$ cat config.mk
export PLATFORM = sky130hd
export DESIGN_NAME = decrypt_v2
export DESIGN_NICKNAME = d
export VERILOG_FILES = /design/src/rtl/decrypt_v2_pkg.sv /design/src/rtl/decrypt_v2_inv_round.sv /design/src/rtl/decrypt_v2.sv
export SDC_FILE = /design/constraint.sdc
export NUM_CORES = 1
export LEC_CHECK = 0
export BUFFER_PORTS_ARGS = -buffer_cell sky130_fd_sc_hd__buf_4
export CAP_MARGIN = 20
export CORE_ASPECT_RATIO = 1.75
export CORE_MARGIN = 4
export CORE_UTILIZATION = 40
export DETAILED_ROUTE_END_ITERATION = 8
export HOLD_SLACK_MARGIN = 0.02
export SYNTH_ARGS = -nofsm -noshare
export SYNTH_HDL_FRONTEND = slang
export SYNTH_SLANG_ARGS = --single-unit
$ cat constraint.sdc
create_clock -name clk -period 3 [get_ports clk]
set_input_delay 0.45 -clock clk [delete_from_list [all_inputs] [get_ports clk]]
set_output_delay 0.45 -clock clk [all_outputs]
set_load 0.01 [all_outputs]
$ cat src/rtl/decrypt_v2_pkg.sv
// Shared constants, state encoding and PRESENT-80 S-box / key-schedule helpers
// for the iterative decryptor.
package decrypt_v2_pkg;

  localparam int unsigned NK     = 80;
  localparam int unsigned NB     = 64;
  localparam int unsigned ROUNDS = 31;
  localparam int unsigned IdxW   = 5;

  localparam logic [IdxW-1:0] LastIdx = IdxW'(ROUNDS);

  typedef enum logic [2:0] {
    StIdle,
    StKexp,
    StDec,
    StDone,
    StRet
  } state_e;

  // Nibble i of each table holds S[i] (resp. S^-1[i]).
  localparam logic [63:0] SboxTable    = 64'h21748FE3DA09B65C;
  localparam logic [63:0] InvSboxTable = 64'hA970364BD21C8FE5;

  function automatic logic [3:0] sbox(input logic [3:0] x);
    return SboxTable[{x, 2'b00} +: 4];
  endfunction

  function automatic logic [3:0] inv_sbox(input logic [3:0] x);
    return InvSboxTable[{x, 2'b00} +: 4];
  endfunction

  // K_{i+1} from K_i: rotate left 61, S-box top nibble, mix in round counter.
  function automatic logic [NK-1:0] key_schedule(input logic [NK-1:0] key,
                                                 input logic [IdxW-1:0] idx);
    logic [NK-1:0] r;
    r            = {key[18:0], key[NK-1:19]};
    r[NK-1 -: 4] = sbox(r[NK-1 -: 4]);
    r[19:15]     = r[19:15] ^ idx;
    return r;
  endfunction

  // K_i from K_{i+1}: undo the three steps above in reverse order.
  function automatic logic [NK-1:0] inv_key_schedule(input logic [NK-1:0] key,
                                                     input logic [IdxW-1:0] idx);
    logic [NK-1:0] r;
    r            = key;
    r[19:15]     = r[19:15] ^ idx;
    r[NK-1 -: 4] = inv_sbox(r[NK-1 -: 4]);
    return {r[NK-20:0], r[NK-1:NK-19]};
  endfunction

endpackage

$ cat src/rtl/decrypt_v2_inv_round.sv
// One combinational PRESENT inverse round: derives K_idx from K_{idx+1} and
// applies invP, invS and the round-key XOR.
module decrypt_v2_inv_round
  import decrypt_v2_pkg::*;
(
  input  logic [NB-1:0]   s_i,
  input  logic [NK-1:0]   kr_i,
  input  logic [IdxW-1:0] idx_i,
  output logic [NB-1:0]   s_o,
  output logic [NK-1:0]   kr_o
);

  logic [NB-1:0] perm;
  logic [NB-1:0] subs;

  // Forward P sends bit j to 16*j mod 63; pull each bit back from there.
  always_comb begin
    perm = '0;
    for (int j = 0; j < 63; j++) begin
      perm[j] = s_i[(16 * j) % 63];
    end
    perm[63] = s_i[63];
  end

  always_comb begin
    subs = '0;
    for (int n = 0; n < 16; n++) begin
      subs[4*n +: 4] = inv_sbox(perm[4*n +: 4]);
    end
  end

  assign kr_o = inv_key_schedule(kr_i, idx_i);
  assign s_o  = subs ^ kr_o[NK-1 -: NB];

endmodule

$ cat src/rtl/decrypt_v2.sv
// Iterative PRESENT-80 decryptor with a 4-phase req/ack handshake.
// Optional last-key cache enabled by defining DECRYPT_KEY_CACHE_EN.
module decrypt_v2
  import decrypt_v2_pkg::*;
(
  input  logic          clk,
  input  logic          rst_n,
  input  logic [NK-1:0] k,
  input  logic [NB-1:0] c,
  input  logic          req,
  output logic [NB-1:0] m,
  output logic          ack
);

  state_e          state_q, state_d;
  logic [IdxW-1:0] idx_q, idx_d;
  logic [NB-1:0]   s_q, s_d;
  logic [NK-1:0]   kr_q, kr_d;
  logic [NB-1:0]   m_q, m_d;
  logic            ack_q, ack_d;

  logic [NK-1:0]   kr_fwd;
  logic [NB-1:0]   s_inv;
  logic [NK-1:0]   kr_inv;

`ifdef DECRYPT_KEY_CACHE_EN
  logic [NK-1:0]   kc_q, kc_d;
  logic [NK-1:0]   k32_q, k32_d;
  logic            kvld_q, kvld_d;
  logic            cache_hit;

  assign cache_hit = kvld_q && (k == kc_q);
`endif

  decrypt_v2_inv_round u_inv_round (
    .s_i   (s_q),
    .kr_i  (kr_q),
    .idx_i (idx_q),
    .s_o   (s_inv),
    .kr_o  (kr_inv)
  );

  assign kr_fwd = key_schedule(kr_q, idx_q);

  always_comb begin
    state_d = state_q;
    idx_d   = idx_q;
    s_d     = s_q;
    kr_d    = kr_q;
    m_d     = m_q;
    ack_d   = ack_q;
`ifdef DECRYPT_KEY_CACHE_EN
    kc_d    = kc_q;
    k32_d   = k32_q;
    kvld_d  = kvld_q;
`endif
    unique case (state_q)
      StIdle: begin
        if (req) begin
`ifdef DECRYPT_KEY_CACHE_EN
          if (cache_hit) begin
            kr_d    = k32_q;
            s_d     = c ^ k32_q[NK-1 -: NB];
            idx_d   = LastIdx;
            state_d = StDec;
          end else begin
            kr_d    = k;
            s_d     = c;
            idx_d   = IdxW'(1);
            state_d = StKexp;
          end
`else
          kr_d    = k;
          s_d     = c;
          idx_d   = IdxW'(1);
          state_d = StKexp;
`endif
        end
      end
      StKexp: begin
        if (!req) begin
          idx_d   = '0;
          state_d = StIdle;
        end else begin
          kr_d = kr_fwd;
          if (idx_q == LastIdx) begin
            // kr_fwd is K32 here: whiten with it and start the inverse rounds.
            s_d     = s_q ^ kr_fwd[NK-1 -: NB];
            state_d = StDec;
`ifdef DECRYPT_KEY_CACHE_EN
            kc_d    = k;
            k32_d   = kr_fwd;
            kvld_d  = 1'b1;
`endif
          end else begin
            idx_d = idx_q + IdxW'(1);
          end
        end
      end
      StDec: begin
        if (!req) begin
          idx_d   = '0;
          state_d = StIdle;
        end else begin
          s_d   = s_inv;
          kr_d  = kr_inv;
          idx_d = idx_q - IdxW'(1);
          if (idx_q == IdxW'(1)) begin
            m_d     = s_inv;
            ack_d   = 1'b1;
            state_d = StDone;
          end
        end
      end
      StDone: begin
        if (!req) begin
          ack_d   = 1'b0;
          state_d = StRet;
        end
      end
      StRet: begin
        // Forces a pass through idle so a new request must be sampled afresh.
        state_d = StIdle;
      end
      default: state_d = StIdle;
    endcase
  end

  always_ff @(posedge clk or negedge rst_n) begin
    if (!rst_n) begin
      state_q <= StIdle;
      idx_q   <= '0;
      s_q     <= '0;
      kr_q    <= '0;
      m_q     <= '0;
      ack_q   <= 1'b0;
    end else begin
      state_q <= state_d;
      idx_q   <= idx_d;
      s_q     <= s_d;
      kr_q    <= kr_d;
      m_q     <= m_d;
      ack_q   <= ack_d;
    end
  end

`ifdef DECRYPT_KEY_CACHE_EN
  always_ff @(posedge clk or negedge rst_n) begin
    if (!rst_n) begin
      kc_q   <= '0;
      k32_q  <= '0;
      kvld_q <= 1'b0;
    end else begin
      kc_q   <= kc_d;
      k32_q  <= k32_d;
      kvld_q <= kvld_d;
    end
  end
`endif

  assign m   = m_q;
  assign ack = ack_q;

endmodule

==> Word-level counts from Yosys, hierarchy flattened <==
Cells that the tools add are included.
W data, S select, Z words.
{ "word_totals": {"memories": 0, "output_inout_bits": 65, "rom_bits": 0, "ram_bits": 0, "regBits": 217, "latch_bits": 0} }
{ "op_classes": {"reduce_logical": 9, "magnitude_cmp": 0, "shift": 18, "eq_ne": 14, "div_mod_pow": 0, "mux": 25, "n_mul": 0, "bitwise_logic": 4, "add_sub_neg": 2} }
{ "ops": {"columns": ["cell", "count"], "rows": [
  ["$shiftx A64 B7 Y4 const A", 18],
  ["$mux W64", 4],
  ["$mux W80", 3],
  ["$pmux W80 S3", 1],
  ["$pmux W64 S3", 1],
  ["$xor A64 B64 Y64", 2],
  ["$mux W5", 4],
  ["$mux W3", 6],
  ["$pmux W5 S3", 1],
  ["$ne A2 B2 Y1 const B", 6],
  ["$pmux W3 S4", 1],
  ["$reduce_and A4 Y1", 3],
  ["$xor A5 B5 Y5", 2],
  ["$ne A3 B3 Y1 const B", 3],
  ["$eq A3 B2 Y1 const B", 2],
  ["$reduce_and A3 Y1", 2],
  ["$add A5 B1 Y5 const B", 1],
  ["$eq A5 B1 Y1 const B", 1],
  ["$eq A5 B5 Y1 const B", 1],
  ["$reduce_and A5 Y1", 1],
  ["$sub A5 B1 Y5 const B", 1],
  ["$eq A3 B1 Y1 const B", 1],
  ["$logic_not A3 Y1", 1],
  ["$mux W1", 3],
  ["other kinds (3)", 3]
]} }

==> Logic depth before layout (Yosys ltp) <==
{ "logic_depth": {"word_depth": 5, "depth_mapped": 10, "ltp_nobuf": 8} }

==> Cells and area by module <==
A second synthesis with hierarchy kept.
{ "hier_totals": {"cells_unflattened": 1921, "area_unflattened_um2": 17688.2} }
{ "modules_own_cells": {"columns": ["module", "instances", "area_each_um2", "cells_per_inst"], "rows": [
  ["decrypt_v2", 1, 13026.2, 1352],
  ["decrypt_v2_inv_round", 1, 4662.0, 569]
]} }

==> Worst setup path before layout <==
Ideal clock, no wire load.
{ "synth_path": {"path_type": "flip-flop to flip-flop", "startpoint": "reg idx_q[0]", "endpoint": "reg s_q[34]", "period_less_slack_ps": 2056, "t_arrival_ps": 1914, "required_time_ps": 2858, "setup_time_ps": 142, "stages_incl_launch_ff": 10, "setup_slack_ps": 944, "cell_sequence": "dfrtp_1 > ha_1 > and3_1 > ha_1 > nand2b_1 > a21o_1 > buf_2 > buf_2 > buf_1 > o221ai_1"} }
{ "synth_via": {"elab_chain_len": 3} }
{ "synth_lines": {"columns": ["item", "line_no", "text"], "rows": [
  ["from (decl)", "decrypt_v2.sv:16", "logic [IdxW-1:0] idx_q, idx_d;"],
  ["from (signal assigned)", "decrypt_v2.sv:139", "idx_q <= idx_d;"],
  ["$eq A5 B5 Y1", "decrypt_v2.sv:86", "if (idx_q == LastIdx) begin"],
  ["$ne A2 B2 Y1 (no line)", null, null],
  ["$reduce_and A5 Y1 (no line)", null, null],
  ["to (signal assigned)", "decrypt_v2.sv:133", "s_q <= '0;"],
  ["to (signal assigned)", "decrypt_v2.sv:140", "s_q <= s_d;"],
  ["to (decl)", "decrypt_v2.sv:17", "logic [NB-1:0] s_q, s_d;"]
]} }
No other way between the ends.
A chain may end at the register's enable or synchronous reset.

==> Worst setup path after layout <==
{ "layout_path": {"startpoint": "reg state_q[1]", "endpoint": "reg kr_q[57]"} }
{ "layout_via": {"elab_chain_len": 3} }
{ "layout_lines": {"columns": ["item", "line_no", "text"], "rows": [
  ["from (decl)", "decrypt_v2.sv:15", "state_e state_q, state_d;"],
  ["from (signal assigned)", "decrypt_v2.sv:131", "state_q <= StIdle;"],
  ["from (signal assigned)", "decrypt_v2.sv:138", "state_q <= state_d;"],
  ["$eq A3 B1 Y1, or another cell as far along", "decrypt_v2.sv:57", "unique case (state_q)"],
  ["$ne A2 B2 Y1 (no line) / $reduce_bool A3 Y1 (equally long branches)", null, null],
  ["$reduce_and A4 Y1 (no line)", null, null],
  ["to (signal assigned)", "decrypt_v2.sv:141", "kr_q <= kr_d;"],
  ["to (decl)", "decrypt_v2.sv:18", "logic [NK-1:0] kr_q, kr_d;"]
]} }
Parallel ways exist; a longest one is shown, timed or not.

==> metrics.md <==
| Metric | Value |
|---|---|
| Global placer's final weighted congestion | `0.945` |
| Fraction of layout cells with a size suffix above 1 | `22.2%` |
| CTS buffer count | `23` |
| Starting density of the core | `40.4%` |
| Number of endpoints with negative hold slack in the final report | `0` |
| Largest net degree at the start of global routing | `96` |
| Max incr delay on CP | `0.65 ns` |
| Setup skew after layout | `0.0177 ns` |
| Root cell of the clock tree | `sky130_fd_sc_hd__clkbuf_16` |
| Buffer depth of the longest clock path | `3` |
| Final critical-path share of the clock period | `88.6%` |
| Final wirelength | `58900 um` |
| Standard cell area after detailed placement | `17200 um2` |
| Status | `completed` |
| Max-slew headroom at the worst pin | `31.4%` |
| Count of input and output buffers | `211` |
| Diodes inserted | `0` |
| Die X | `155 um` |
| Worst min-delay path class | `in -> reg` |
| Main flop type after synthesis | `sky130_fd_sc_hd__dfrtp_1` |
| Cell at the slowest stage of the critical path | `sky130_fd_sc_hd__nor3b_2` |
| Clock-pin slew reported for the worst setup and hold paths after clock tree synthesis | `0.06 ns` |
| Startpoint class of the critical path | `flop` |
| Net count of the mapped netlist | `1869` |
| Power density over the cells | `647 nW/um2` |
| Cell area after synthesis | `15200 um2` |
| Fin Setup TNS | `0 ns` |
| Most common cell after layout, fill and taps aside | `sky130_fd_sc_hd__buf_4` |
| Critical path required time | `3.47 ns` |
| Leading cell types in the layout, fill and taps excluded | `235 x sky130_fd_sc_hd__buf_4, 217 x sky130_fd_sc_hd__dfrtp_1, 166 x sky130_fd_sc_hd__nand2_1, 166 x sky130_fd_sc_hd__o21ai_0, 147 x sky130_fd_sc_hd__a21oi_1` |
| Worst-Margin Slew | `1.02 ns` |
| PnR Total Power | `0.0117 W` |
| Total DRC errors in the routed layout | `0` |
| Peak clock frequency supported by timing | `0.376 GHz` |
| RSZ-0062 raised after global routing | `no` |
| Via Count | `13300` |
| Kind of end point of the critical path | `flop` |
| Resized cells post-CTS | `0` |
| Total half-perimeter wirelength after legalization and detailed placement | `44700 um` |
| Synth warn | `0` |
| Count of cell types in the netlist | `60` |
| Max-slew violation count | `0` |
| Total die area | `41300 um2` |
| Core area | `37600 um2` |
| Clock latency on the worst-skew pair | `0.55 ns` |
| Clock tree from TritonCTS | `yes` |
| Share of synthesized area occupied by flip-flops and latches | `35.7%` |
| Worst path arrival time | `3.12 ns` |
| ANT nets after route | `0` |
| Top-level port count | `212` |
| Mean routed wirelength per cell | `26.3 um` |
| Number of nets in the layout | `2006` |
| Number of endpoints failing setup at the final stage | `0` |
| Kind of critical path | `reg -> reg` |
| Number of antenna violations at the first check in global routing | `0` |
| Top-area cell type share of the netlist area | `35.7%` |
| Final min period | `2.66 ns` |
| Number of enable-type register cells in the synthesized netlist | `0` |
| Async set-reset flop share out of synthesis | `100%` |
| Maximum fanout along the worst path | `48` |
| Leading area contributor after synthesis | `sky130_fd_sc_hd__dfrtp_1` |
| Worst IR Drop VDD | `280 uV` |
| Layout Cell Area excl Fill | `18000 um2` |
| Syn Inst Count | `1606` |
| Layout overhead on the synthesized area | `18.4%` |
| Mean instance size in the synthesized netlist | `9.47 um2` |
| Max_cap viols | `0` |
| Number of iterations in the first detailed-routing pass | `5` |
| Biggest area contributors in the synthesized netlist | `sky130_fd_sc_hd__dfrtp_1 36%, sky130_fd_sc_hd__ha_1 9.5%, sky130_fd_sc_hd__o21ai_0 5.5%, sky130_fd_sc_hd__mux4_2 5.3%, sky130_fd_sc_hd__a21oi_1 4.9%` |
| Number of rows created at floorplan | `94` |
| Global-route wire length before repair | `86000 um` |
| Number of setup buffers added after CTS | `0` |
| Count of H-tree levels built during CTS | `1` |
| Violation count after the first detailed-route iteration | `1027` |
| CP dominant cell by count | `sky130_fd_sc_hd__o21ai_0` |
| Leakage power summed over all cells | `8.24 nW` |
| Vias in the first global route | `13201` |
| Register bit count reported by yosys | `217` |
| GRT Resource Usage Total | `27.8%` |
| Via/cell ratio | `5.94` |
| Global route overflow | `0` |
| Die Ht | `266 um` |
| Number of sinks driven by the clock tree | `217` |
| Cell chain of the critical path | `nor3b_2 -> buf_4 -> nand2_1 -> o21ai_0 -> a21oi_1 -> o21ai_0` |
[through the flow]
stage | worst slack (ns) | utilization [%] | hold slack (ns) | cells
detailed placement | 0.335 | 45.7 | 0.477 | 2197
global placement | 0.339 | 45.7 | 0.468 | 2197
floorplan | 0.944 | - | 0.154 | 1606
CTS | 0.301 | 47.9 | 0.168 | 2239
global route | 0.181 | 47.9 | 0.195 | 2239
finish | 0.342 | 47.9 | 0.181 | 2239
[critical path, delay by kind of cell (launching register included)]
kind / cells / cell delay (ns)
compound gates: 3 / 0.52
buf+inv: 1 / 0.60
flops: 1 / 0.59
simple gates: 2 / 0.87
[worst paths after layout]
kind / start / to / slack [ns] / cells past startpoint
max: state_q[1] / kr_q[57] / 0.34 / 6
min: k[14] / kr_q[14] / 0.18 / 3
max reg2reg: state_q[1] / kr_q[57] / 0.34 / 6
min reg2reg: m[20] / m[20] / 0.48 / 2
max in group asynchronous: rst_n / kr_q[75] / 1.68 / 3
min in group asynchronous: rst_n / m[21] / 0.51 / 2
[state kept, by name, summed over array words and instances, names as in the netlist]
register / flops
ack: 1
kr_q: 80
idx_q: 5
m: 64
state_q: 3
s_q: 64
[layer usage]
layer | vias up | part of all wire [%] | track usage (%)
met4 | 0 | 8.6 | 19.3
li1 | 6001 | - | -
met5 | - | 0 | 0
met1 | 6607 | 36 | 31.8
met3 | 147 | 5.2 | 2.80
met2 | 545 | 50 | 48.1
[power breakdown]
group / switching (W) / total (W) / internal [W]
registers: 0.000938 / 0.00422 / 0.00328
clock network: 0.00131 / 0.00321 / 0.00190
logic: 0.00236 / 0.00423 / 0.00187
[synthesized netlist by cell type (all sizes together), types with 7 or more instances]
library cell	number
a21oi	148
nor3	17
ha	116
a221oi	47
a211oi	15
clkbuf	60
a21o	7
or3	10
xor2	61
xnor2	63
mux2i	14
and2	8
nor2	63
mux4	36
mux2	43
buf	74
nand2	166
a221o	17
inv	95
o221ai	9
a22oi	22
o21ai	172
a22o	58
dfrtp	217
[kinds of logic after synthesis]
logic type / after synthesis / share of synthesized area, %
xor gates and xnor gates: 124 / 7.14
AOI/OAI and AO/OA: 541 / 23.5
buffers and inverters: 229 / 6.45
muxes: 93 / 9.43
adders and majority gates: 116 / 9.54
and+or+nand+nor: 286 / 8.22
DFF: 217 / 35.7
[final cells by class]
| class | instances | area [um2] |
|---|---|---|
| Sequential cell | 217 | 5430 |
| Multi-Input combinational cell | 1160 | 8840 |
| Clock buffer | 33 | 673 |
| Fill cell | 3619 | 19600 |
| Tap cell | 480 | 601 |
| Inverter | 95 | 357 |
| Timing Repair Buffer | 246 | 1970 |
| Clock inverter | 8 | 144 |
[timing repair]
item / 4_1_cts / 5_1_grt
endpoints found under the hold margin: 75 / 0
hold buffers: 1 / 0
endpoints found under the setup margin: 0 / 0
(Power assumes the default switching activity.)
